--- config.mk ---
export PLATFORM = sky130hd
export DESIGN_NAME = probe_window_scheduler
export DESIGN_NICKNAME = d
export VERILOG_FILES = /design/src/rtl/probe_window_scheduler.sv
export SDC_FILE = /design/constraint.sdc
export NUM_CORES = 1
export LEC_CHECK = 0
export ABC_AREA = 0
export CAP_MARGIN = 20
export CELL_PAD_IN_SITES_DETAIL_PLACEMENT = 0
export CELL_PAD_IN_SITES_GLOBAL_PLACEMENT = 1
export CORE_AREA = 3 3 183 185
export DETAILED_ROUTE_END_ITERATION = 6
export DIE_AREA = 0 0 186 188
export PLACE_DENSITY = 0.82
export SYNTH_ARGS = -nofsm -noshare
export SYNTH_HDL_FRONTEND = slang
export SYNTH_SLANG_ARGS = --single-unit
--- constraint.sdc ---
create_clock -name clock -period 4.1 [get_ports clock]
set_input_delay 0.41 -clock clock [delete_from_list [all_inputs] [get_ports clock]]
set_output_delay 0.41 -clock clock [all_outputs]
set_load 0.05 [all_outputs]
--- src/rtl/probe_window_scheduler.sv ---
// Differential-fuzzing capture window sequencer for a DUT/variant core pair.
// Tracks enqueue divergence to end-marker commit and arbitrates probe writes.
module probe_window_scheduler #(
  parameter int          NUM_REQ = 4,
  parameter int          DATA_W  = 64,
  parameter logic [31:0] MARKER  = 32'h00302013,
  parameter int          TIMEOUT = 4096
) (
  input  logic                      clock,
  input  logic                      reset,
  input  logic                      dut_enq_valid,
  input  logic [31:0]               dut_enq_inst,
  input  logic                      vnt_enq_valid,
  input  logic [31:0]               vnt_enq_inst,
  input  logic                      dut_cmt_valid,
  input  logic [31:0]               dut_cmt_inst,
  input  logic                      vnt_cmt_valid,
  input  logic [31:0]               vnt_cmt_inst,
  input  logic [NUM_REQ-1:0]        req_valid,
  input  logic [NUM_REQ*DATA_W-1:0] req_data,
  output logic [NUM_REQ-1:0]        req_ready,
  output logic                      pb_wen,
  output logic [DATA_W-1:0]         pb_write,
  output logic [1:0]                state,
  output logic                      done,
  output logic                      timed_out
);

  localparam int IW = (NUM_REQ > 1) ? $clog2(NUM_REQ) : 1;
  localparam int TW = $clog2(TIMEOUT) + 1;

  localparam logic [1:0] S_SYNC = 2'd0;
  localparam logic [1:0] S_DIV  = 2'd1;
  localparam logic [1:0] S_DONE = 2'd2;

  logic          dut_done;
  logic          vnt_done;
  logic [TW-1:0] timer;
  logic [IW-1:0] rr_ptr;

  logic          diverge;
  logic          dut_hit;
  logic          vnt_hit;
  logic          dut_fin;
  logic          vnt_fin;
  logic          core_fin;
  logic          time_up;

  logic              arb_en;
  logic              gnt_any;
  logic [IW-1:0]     gnt_idx;
  logic [DATA_W-1:0] sel_data;

  // Idle slots on both sides compare equal regardless of inst.
  assign diverge = (dut_enq_valid != vnt_enq_valid) ||
                   (dut_enq_valid && vnt_enq_valid &&
                    (dut_enq_inst != vnt_enq_inst));

  assign dut_hit  = dut_cmt_valid && (dut_cmt_inst == MARKER);
  assign vnt_hit  = vnt_cmt_valid && (vnt_cmt_inst == MARKER);
  assign dut_fin  = dut_done | dut_hit;
  assign vnt_fin  = vnt_done | vnt_hit;
  assign core_fin = dut_fin & vnt_fin;
  assign time_up  = (timer == TW'(TIMEOUT - 1));

  assign arb_en = (state != S_DONE);

  // Rotating search starting just past the last winner.
  always_comb begin
    int            j;
    logic [IW-1:0] cand;
    gnt_any = 1'b0;
    gnt_idx = rr_ptr;
    j       = 0;
    cand    = '0;
    for (int k = 1; k <= NUM_REQ; k++) begin
      j    = (int'(rr_ptr) + k) % NUM_REQ;
      cand = IW'(j);
      if (!gnt_any && req_valid[cand]) begin
        gnt_any = 1'b1;
        gnt_idx = cand;
      end
    end
    if (!arb_en) begin
      gnt_any = 1'b0;
    end
  end

  always_comb begin
    req_ready = '0;
    if (gnt_any) begin
      req_ready[gnt_idx] = 1'b1;
    end
  end

  always_comb begin
    sel_data = '0;
    for (int i = 0; i < NUM_REQ; i++) begin
      if (gnt_idx == IW'(i)) begin
        sel_data = req_data[i*DATA_W +: DATA_W];
      end
    end
  end

  always_ff @(posedge clock) begin
    if (reset) begin
      rr_ptr   <= IW'(NUM_REQ - 1);
      pb_wen   <= 1'b0;
      pb_write <= '0;
    end else begin
      pb_wen <= gnt_any;
      if (gnt_any) begin
        rr_ptr   <= gnt_idx;
        pb_write <= sel_data;
      end
    end
  end

  always_ff @(posedge clock) begin
    if (reset) begin
      state     <= S_SYNC;
      done      <= 1'b0;
      timed_out <= 1'b0;
      dut_done  <= 1'b0;
      vnt_done  <= 1'b0;
      timer     <= '0;
    end else begin
      done <= 1'b0;
      unique case (state)
        S_SYNC: begin
          if (diverge) begin
            state <= S_DIV;
            timer <= '0;
          end
        end
        S_DIV: begin
          dut_done <= dut_fin;
          vnt_done <= vnt_fin;
          timer    <= timer + 1'b1;
          // A marker pair landing on the last timer cycle still wins.
          if (core_fin) begin
            state <= S_DONE;
            done  <= 1'b1;
          end else if (time_up) begin
            state     <= S_DONE;
            done      <= 1'b1;
            timed_out <= 1'b1;
          end
        end
        default: begin
        end
      endcase
    end
  end

endmodule
# Word level (Yosys, flattened, before mapping)
# Index checks and enable logic that the tools add are counted.
[op_classes]
add_sub_neg = 5
bitwise_logic = 5
mux = 32
n_eq_ne = 12
magnitude_cmp = 6
n_reduce_logical = 19
[ops]
columns = ["cell", "n"]
rows = [
  ["two-way mux 64 bit", 4],
  ["== test 32 x 22 -> 1 bit (second input constant)", 2],
  ["inequality test 32 bit", 1],
  ["one-hot mux 13 bit (2 select lines)", 1],
  ["less-than comparator 2 x 3 -> 1 bit (second input constant)", 5],
  ["two-way mux 2 bit", 7],
  ["adder 13 x 1 -> 13 bit (second input constant)", 1],
  ["== test 13 x 12 -> 1 bit (second input constant)", 1],
  ["two-way mux 13 bit", 1],
  ["two-way mux 1 bit", 12],
  ["binary-select mux 1 bit (select 2 bit)", 4],
  ["logical AND 1 bit", 8],
  ["AND reduction 3 bit", 2],
  ["adder 2 x 1 -> 2 bit (second input constant)", 2],
  ["adder 2 bit (second input constant)", 2],
  ["== test 2 x 1 -> 1 bit (second input constant)", 2],
  ["== test 2 bit (second input constant)", 2],
  ["zero test 2 bit", 2],
  ["two-way mux 4 bit", 1],
  ["inequality test 2 bit (second input constant)", 2],
  ["one-hot mux 2 bit (2 select lines)", 1],
  ["zero test 1 bit", 3],
  ["inequality test 3 bit (second input constant)", 1],
  ["demux 1 bit (select 2 bit)", 1],
  ["9 further kinds", 11],
]
[word_totals]
register_bits = 86
out_inout_bits = 73

# Logic depth before layout (Yosys ltp)
# Gate-level depths: netlist of the first run.
[depth]
ltp_word = 18
depth_mapped = 9
mapped_depth_nobuf = 7

# Worst setup path before layout of the first run
# No wires, ideal clock.
[synth_path]
path_kind = "register -> output"
start = "register state[0]"
end = "output req_ready[1]"
t_required_ns = 3.690
stages_incl_launch_ff = 6
setup_slack_ns = 1.093
arrival_ns = 2.597
path_cell_list = "dfxtp_1 -> inv_1 -> a21o_1 -> clkbuf_1 -> buf_1 -> nor3_1"
[synth_between]
elab_chain_cells = 3
[synth_lines]
columns = ["element", "line_no", "source"]
rows = [
  ["start: declaration", "24", "output logic [1:0] state,"],
  ["start signal: assignment", "121", "state <= S_SYNC;"],
  ["start signal: assignment", "132", "state <= S_DIV;"],
  ["start signal: assignment", "142", "state <= S_DONE;"],
  ["inequality test 2 bit", "66", "assign arb_en = (state != S_DONE);"],
  ["two-way mux 1 bit", "84", "if (!arb_en) begin"],
  ["two-way mux 4 bit", "91", "if (gnt_any) begin"],
  ["end: declaration", "21", "output logic [NUM_REQ-1:0] req_ready,"],
]
# Every way passes these cells.

# Worst setup path in the final report of the first run
[layout_path]
start = "register state[0]"
end = "output req_ready[2]"
# Same word-level chain as after synthesis.

==> results of run 1 <==
## cells by family after synthesis
group | count (synthesis) | synth area share
simple gates | 272 | 0.237
xor+xnor | 32 | 0.0467
flops | 86 | 0.287
fa+ha+maj | 2 | 0.00417
compound gates | 335 | 0.355
buf+inv | 88 | 0.0683
mux | 1 | 0.00187
## flip-flops by register name, summed over array words and instances, names as in the netlist
register,cells
done,1
dut_done,1
pb_wen,1
rr_ptr,2
state,2
vnt_done,1
timed_out,1
pb_write,64
timer,13
## area by class of cell
class                           instances  area, µm²
Clock buffer                           10        229
Clock inverter                          5       83.8
Fill cell                            3332      20900
Inverter                                6       22.5
Multi-Input combinational cell        642       3910
Sequential cell                        86       1720
Tap cell                              408        510
Timing Repair Buffer                  477       4780
## metrics by stage
stage | utilization | area [µm²] | total power, W | cells
after CTS | 0.350 | 11300 | 0.00373 | 1634
after global placement | 0.340 | 11000 | 0.00275 | 1619
after floorplan | - | 6010 | 0.00198 | 816
final | 0.350 | 11300 | 0.00366 | 1634
after detailed placement | 0.340 | 11000 | 0.00277 | 1619
after global routing | 0.350 | 11300 | 0.00387 | 1634
## cell usage after synthesis, types with 3 or more instances
library cell and n:
a211oi_1 13, a211oi_2 10, a21o_1 3, a21oi_1 120, a22oi_1 45, a311o_1 21
a31oi_1 10, and3_1 66, and4_1 3, buf_1 5, buf_2 22, buf_4 10
clkbuf_1 43, dfxtp_1 86, inv_1 6, nand2_1 74, nand2b_1 5, nand3_1 56
nand4_1 6, nor2_1 21, nor3_1 9, nor4_1 16, nor4b_1 8, o211ai_1 6
o21ai_0 87, o21ai_1 4, xor2_1 32
## layer usage
layer / wire [µm] / GRT usage / share of wire
met5: 0 / 0 / 0
met4: 920 / 0.0607 / 0.029
met3: 2910 / 0.0469 / 0.092
met2: 16000 / 0.306 / 0.50
met1: 11900 / 0.184 / 0.37
## worst max-delay path, cell delays in order (launching register included)
cell	delay, ps
dfxtp_1	660
inv_1	330
a21oi_4	240
and3_2	880
buf_12	230
## worst max-delay path by stage
stage / to / slack, ps / depth (start not counted)
2_1_floorplan: req_ready[1] / 1090 / 5
3_3_place_gp: req_ready[2] / 1080 / 6
3_5_place_dp: pb_write[7]$_SDFFE_PP0N_ / 990 / 8
4_1_cts: req_ready[2] / 940 / 4
5_1_grt: req_ready[2] / 740 / 4
6_report: req_ready[2] / 980 / 4
## power by group through the flow
stage,logic (W),clock network [W],registers (W)
2_1_floorplan,0.000622,0,0.00136
3_3_place_gp,0.00173,0,0.00103
3_5_place_dp,0.00174,0,0.00103
4_1_cts,0.00175,0.000968,0.00101
5_1_grt,0.00185,0.000996,0.00103
6_report,0.00173,0.000922,0.00101
==> flow_summary.yaml, run 1 <==
critical_path:
  startpoint: "state[0]$_SDFFE_PP0P_"
  cp-start-kind: "flip-flop"
  r2r_slack_ps: 1500
  rr_endpoint: "pb_write[54]$_SDFFE_PP0N_"
  end_kind: "output port"
  critical_path_class: "reg -> out"
  crit_path_max_fanout: 44
  required_ps: 3690
  reg2regPathDepth: 5
  reg2reg_from: "state[0]$_SDFFE_PP0P_"
  arrival_ps: 2710
final_layout:
  area_delta_synth_final_pct: 87.5
  drive_above_1_share: 0.0449
  layout_commonest_cell: "clkdlybuf4s50_1"
  nNetsFinal: 1618
  n_antenna_cell: 0
  most-common-layout-cells: "clkdlybuf4s50_1, a21oi_1, o21ai_0"
worst_hold_path:
  hold_path_end: "pb_write[47]$_SDFFE_PP0N_"
  hold_depth: 2
  min_path_type: "reg -> reg"
  min_from: "pb_write[47]$_SDFFE_PP0N_"
placement:
  pre_cts_ws_ps: 988
  hpwl_mm: 23.7
  gp_congestion: 0.833
  port_buffers: 466
clock_network:
  clock_latency_ps: 350
  cts_hold_buf: 0
  cts_resized: 0
  cts_sinks: 86
  cts_buffers: 9
  cts_buffer_depth: 2
  path_clk_slew_ps: 70
  cts_setup_buffers: 0
  clockRootBuffer: "clkbuf_16"
  cts_tree: "done"
  cts_max_level: 3
synthesis:
  synth_ff_type: "dfxtp_1"
  yosys.area.top_type: "dfxtp_1"
  netlist.area_leader.share: 0.287
  synth_warnings: 0
  synth_enable_flop_cells: 0
  synth.distinct_cells: 51
  synth_area_per_cell_um2: 7.36
  seq_area_frac_synth: 0.287
  synth_area_leaders: "dfxtp_1, a21oi_1, o21ai_0"
  syn_area_mm2: 0.00601
  synth-async-reset-ratio: 0
  synthCells: 816
  syn-num-nets: 1212
  synth_seq_cells: 86
pwr:
  p_clk_frac: 0.252
  leakagePower_nw: 4.07
  pwr-share-seq: 0.276
  ir_drop_mv: 0.168
  p_switching_w: 0.00142
  internal_power_w: 0.00224
  combPwrFrac: 0.472
  switching_share: 0.388
  power_density_mw_per_mm2: 325
routing:
  drc: 0
  wire_per_inst_um: 19.4
  viasPerCell: 4.88
  dr.first_iter.drc_count: 408
  dr.pass1.iters: 6
  num_vias: 7969
  drtAntennaViolNets: 0
  wl_mm: 31.7
sta:
  period_share: 0.761
  hold_viol: 0
  setup_viol: 0
  max-slew-margin-rel: 0.287
  rsz0062_at_grt: "false"
  worst_slack_ps: 981
  worst_pin_slew_ps: 1070
  setup-tns-final_ps: 0
  fmax_ghz: 0.321
  finClkSkew_ps: 14.5
  final_max_slew_viol_count: 0
  min_period_ps: 3120
  holdWs_ps: 456
floorplan:
  die_w_um: 186
  initial_utilization: 0.187
  dieArea_mm2: 0.0350
  coreArea_mm2: 0.0322
  rows: 66
  num_io_pins: 467
  die_h_um: 188
flow_run:
  drv_cap: 0
global_routing:
  grt_pass1_vias: 8096
  grtUsageTotal: 0.168
  grt_antenna_before_repair: 0
  grt_max_degree: 89
  grt-ovfl-total: 0
  grt_pass1_wl_mm: 45.3
status:
  status: "finished, final reports clean"
Note: power is estimated with default switching activity, not from simulation.
==> run 2, diff against run 1 <==
PLACE_DENSITY = 0.84   (was 0.82)
clock period = 2.54 ns   (was 4.1 ns; I/O delays follow)
==> run 2 against run 1 <==
- clock power is 45% higher
- global-route usage rose by 0.86 points
- cell area is 2.9% higher
- clock skew down 2.5 ps
- critical path depth rose by 4
- utilization up 1.0 points
- combinational power is 71% higher
- setup slack got worse by 820 ps
- worst hold slack worse by 78 ps
- critical path type unchanged
- largest cell class unchanged
==> flow_summary.yaml, run 2 (synthesis gave the netlist of run 1 again) <==
status:
  status: "finished, final reports clean"
critical_path:
  required_ps: 2290
  critical_path_class: "reg -> out"
  end_kind: "output port"
  crit_slowest_cell: "dfxtp_1"
  crit_path_cell_trace: "or2b_2 > o21ai_2 > a221oi_4 > buf_4 > buf_12 > nor3_1 > buf_4 > buf_12"
  cp-start-kind: "flip-flop"
  crit_path_max_fanout: 27
  arrival_ps: 2120
  cp_slowest_stage_delay_ps: 430
pwr:
  switching_share: 0.401
  p_switching_w: 0.00237
  pwr-share-seq: 0.276
  combPwrFrac: 0.498
  internal_power_w: 0.00355
  p_clk_frac: 0.226
  ir_drop_mv: 0.277
  power_density_mw_per_mm2: 511
  leakagePower_nw: 4.24
final_layout:
  regArea_mm2: 0.00172
  area_delta_synth_final_pct: 93.0
  multi_input_area_mm2: 0.00391
  nFillCells: 3339
  largest_reg_flops: 64
  top_register: "pb_write"
  final_util: 0.360
  layout_commonest_cell: "clkdlybuf4s50_1"
  drive_above_1_share: 0.0685
  most-common-layout-cells: "clkdlybuf4s50_1, a21oi_1, o21ai_0"
  nNetsFinal: 1646
  reg.largest.list: "pb_write: 64 flops, timer: 13 flops"
global_routing:
  grt_max_degree: 64
  grt_pass1_wl_mm: 47.8
  grt-ovfl-total: 0
  grt_antenna_before_repair: 5
  grt_pass1_vias: 8588
  grtUsageTotal: 0.177
sta:
  setup_viol: 0
  period_share: 0.936
  hold_viol: 0
  min_period_ps: 2380
  fmax_ghz: 0.421
  final_max_slew_viol_count: 0
  finClkSkew_ps: 12.0
  worst_pin_slew_ps: 638
  worst_slack_ps: 163
  max-slew-margin-rel: 0.575
  rsz0062_at_grt: "false"
clock_network:
  clockRootBuffer: "clkbuf_16"
  cts_tree: "done"
  cts_hold_buf: 0
  cts_buffer_depth: 2
  clock_latency_ps: 360
  path_clk_slew_ps: 80
  cts_buffers: 9
  cts_sinks: 86
  cts_max_level: 3
flow_run:
  drv_cap: 0
routing:
  wire_per_inst_um: 19.9
  viasPerCell: 4.99
  dr.pass1.iters: 5
  drtAntennaViolNets: 0
  drc: 0
  dr.first_iter.drc_count: 407
  num_vias: 8316
  wl_mm: 33.2
floorplan:
  num_io_pins: 467
  coreArea_mm2: 0.0322
  die_w_um: 186
  rows: 66
  die_h_um: 188
  initial_utilization: 0.187
  dieArea_mm2: 0.0350
placement:
  pre_cts_ws_ps: -13.5
  port_buffers: 466
  gp_congestion: 0.866
  hpwl_mm: 25.5
worst_hold_path:
  min_path_type: "in -> reg"
## run 2: cell count changes in the layout (fill, tap and decap cells not counted), sizes merged
cell,change
bufinv,-2
inv,+3
diode,+5
buf,+28
clkbuf,-1
clkinv,+1
## run 2: worst paths after layout
kind / startpoint / endpoint / slack [ps] / cells after the start
setup / recovery: rr_ptr[0]$_SDFFE_PP1N_ / req_ready[3] / 160 / 8
hold / removal: reset / pb_wen$_SDFF_PP0_ / 380 / 2
setup reg to reg: rr_ptr[0]$_SDFFE_PP1N_ / pb_write[28]$_SDFFE_PP0N_ / 370 / 9
hold reg to reg: pb_write[47]$_SDFFE_PP0N_ / pb_write[47]$_SDFFE_PP0N_ / 460 / 2
## run 2: timing repair
action                                  CTS  global route
gates resized for setup                   0             1
endpoints found under the setup margin    1             1
buffers inserted                          2             0
## run 2: power by group through the flow
stage	logic, W	registers (W)	clock network [W]
after global placement	0.00295	0.00166	0
after global routing	0.00316	0.00165	0.00144
after floorplan	0.00100	0.00219	0
final	0.00295	0.00163	0.00134
after detailed placement	0.00296	0.00166	0
after CTS	0.00298	0.00164	0.00140
## run 2: metrics by stage
step	TNS (ps)	hold slack [ps]	area (µm²)	power [W]	instances
after CTS	0	371	11600	0.00601	1663
after detailed placement	-13.5	448	11300	0.00462	1645
after floorplan	-623	455	6010	0.00320	816
final	0	378	11600	0.00592	1668
after global routing	0	422	11600	0.00625	1668
after global placement	0	443	11300	0.00461	1645
## run 2: final cells by class
class                      instances  area share
sequential                        86       0.149
multi-input combinational        642       0.338
antenna                            5     0.00108
tap                              408      0.0440
timing repair buffer             505       0.443
inverter                           6     0.00194
clock inverter                     7     0.00475
clock buffer                       9      0.0194
## run 2: worst max-delay path, delay by kind of cell, from the launching register on
kind | cells | cell delay, ps
flops | 1 | 430
compound gates | 2 | 440
buf+inv | 4 | 640
simple gates | 2 | 250
## run 2: metal layers
layer / GRT usage / vias up / wire [µm]
met5: 0 / - / 0
met4: 0.0759 / 0 / 962
met3: 0.0475 / 44 / 2920
met2: 0.319 / 444 / 17000
met1: 0.192 / 3894 / 12400
li1: - / 3934 / -
==> run 3, diff against run 2 <==
CORE_AREA = 2 2 182 184   (was 3 3 183 185)
DIE_AREA = 0 0 184 186   (was 0 0 186 188)
==> run 3 against run 2 <==
- routed wire length is 3.7% lower
- setup slack got worse by 20 ps
- critical endpoint unchanged
- via count shrank 0.87%
- worst hold slack better by 8.9 ps
- global-route usage decreased by 0.072 points
- clock power up 7%
==> flow_summary.yaml, run 3 (synthesis gave the netlist of run 1 again) <==
routing:
  dr.pass1.iters: 5
  num_vias: 8244
  wire_per_inst_um: 19.2
  drtAntennaViolNets: 0
  viasPerCell: 4.94
  drc: 0
  wl_mm: 32.0
  dr.first_iter.drc_count: 379
critical_path:
  crit_path_max_fanout: 21
  critical_path_class: "in -> out"
  cp-start-kind: "input port"
  arrival_ps: 2140
  required_ps: 2290
  end_kind: "output port"
clock_network:
  clock_latency_ps: 360
  cts_sinks: 86
  clockRootBuffer: "clkbuf_16"
  cts_tree: "done"
  cts_buffer_depth: 2
  cts_hold_buf: 0
  path_clk_slew_ps: 70
  cts_max_level: 3
  cts_buffers: 9
status:
  status: "finished, final reports clean"
final_layout:
  finalNonFillerCells: 1668
  most-common-layout-cells: "clkdlybuf4s50_1, a21oi_1, o21ai_0"
  area_delta_synth_final_pct: 93.8
  largest_reg_flops: 64
  drive_above_1_share: 0.0707
  reg.largest.list: "pb_write: 64 flops, timer: 13 flops"
  regArea_mm2: 0.00172
  layout_commonest_cell: "clkdlybuf4s50_1"
  top_register: "pb_write"
  nFillCells: 3341
  multi_input_area_mm2: 0.00392
  nNetsFinal: 1649
global_routing:
  grt_antenna_before_repair: 3
  grt_pass1_vias: 8183
  grt_pass1_wl_mm: 45.7
  grt_max_degree: 54
  grtUsageTotal: 0.176
  grt-ovfl-total: 0
sta:
  rsz0062_at_grt: "false"
  worst_slack_ps: 143
  max-slew-margin-rel: 0.561
  period_share: 0.944
  hold_viol: 0
  worst_pin_slew_ps: 659
  setup_viol: 0
  fmax_ghz: 0.417
  min_period_ps: 2400
  final_max_slew_viol_count: 0
  finClkSkew_ps: 9.54
placement:
  gp_congestion: 0.933
  hpwl_mm: 24.8
  dp_cells: 1650
  pre_cts_ws_ps: 4.19
  port_buffers: 466
pwr:
  leakagePower_nw: 4.27
  power.total_w: 0.00601
  ir_drop_mv: 0.307
  power_density_mw_per_mm2: 516
floorplan:
  num_io_pins: 467
  dieArea_mm2: 0.0342
  initial_utilization: 0.187
  coreArea_mm2: 0.0322
  rows: 66
  die_h_um: 186
  die_w_um: 184
worst_hold_path:
  min_path_type: "in -> reg"
flow_run:
  drv_cap: 0
[run 3: changes by cell type in the layout (fill, tap and decap cells not counted), moves of 2 or more]
cell        delta
clkinvlp_4     -2
buf_4          +3
diode_2        -3
inv_6          -3
clkinv_4       +3
[run 3: final cells by class]
cell class,instances,area share
Timing Repair Buffer,508,0.443
Sequential cell,86,0.148
Tap cell,408,0.0439
Multi-Input combinational cell,642,0.337
Clock inverter,6,0.00602
Inverter,6,0.00193
Clock buffer,10,0.0205
Antenna cell,2,0.000430
[run 3: timing repair]
item,in CTS,in global routing
setup endpoints to repair,0,1
setup buffers,0,0
resized for setup,0,1
[run 3: critical path, stage by stage]
cell and delay, ps:
clkdlybuf4s50_1 570, nand2b_1 160, a21oi_1 260, a221oi_4 70, buf_12 200, nor3_1 420
buf_12 200
[run 3: per-stage QoR]
stage          utilization  hold slack (ps)  setup TNS, ps  area (µm²)
6_report             0.361              387              0       11600
5_1_grt              0.361              420              0       11600
4_1_cts              0.361              403              0       11600
3_5_place_dp         0.352              447              0       11300
3_3_place_gp         0.352              441              0       11300
2_1_floorplan            -              455           -623        6010
[run 3: worst paths after layout]
| path | cells after the start | slack, ps | to | from |
|---|---|---|---|---|
| worst min register to register | 2 | 450 | pb_write[4]$_SDFFE_PP0N_ | pb_write[4]$_SDFFE_PP0N_ |
| worst max register to register | 8 | 360 | pb_write[1]$_SDFFE_PP0N_ | rr_ptr[0]$_SDFFE_PP1N_ |
| worst max-delay path | 7 | 140 | req_ready[3] | req_valid[1] |
| worst min-delay path | 2 | 390 | dut_done$_SDFFE_PP0P_ | reset |
[run 3: layer usage]
metal  wire (µm)  global-route usage
met1       12000               0.186
met2       16000               0.323
met3        3090              0.0585
met4         896              0.0659
met5          16                   0
[run 3: power breakdown]
group	leakage [nW]	switching, W	internal (W)
logic	3.41	0.00161	0.00136
clock network	0.153	0.000630	0.000798
registers	0.710	0.000103	0.00152
total	4.27	0.00234	0.00367
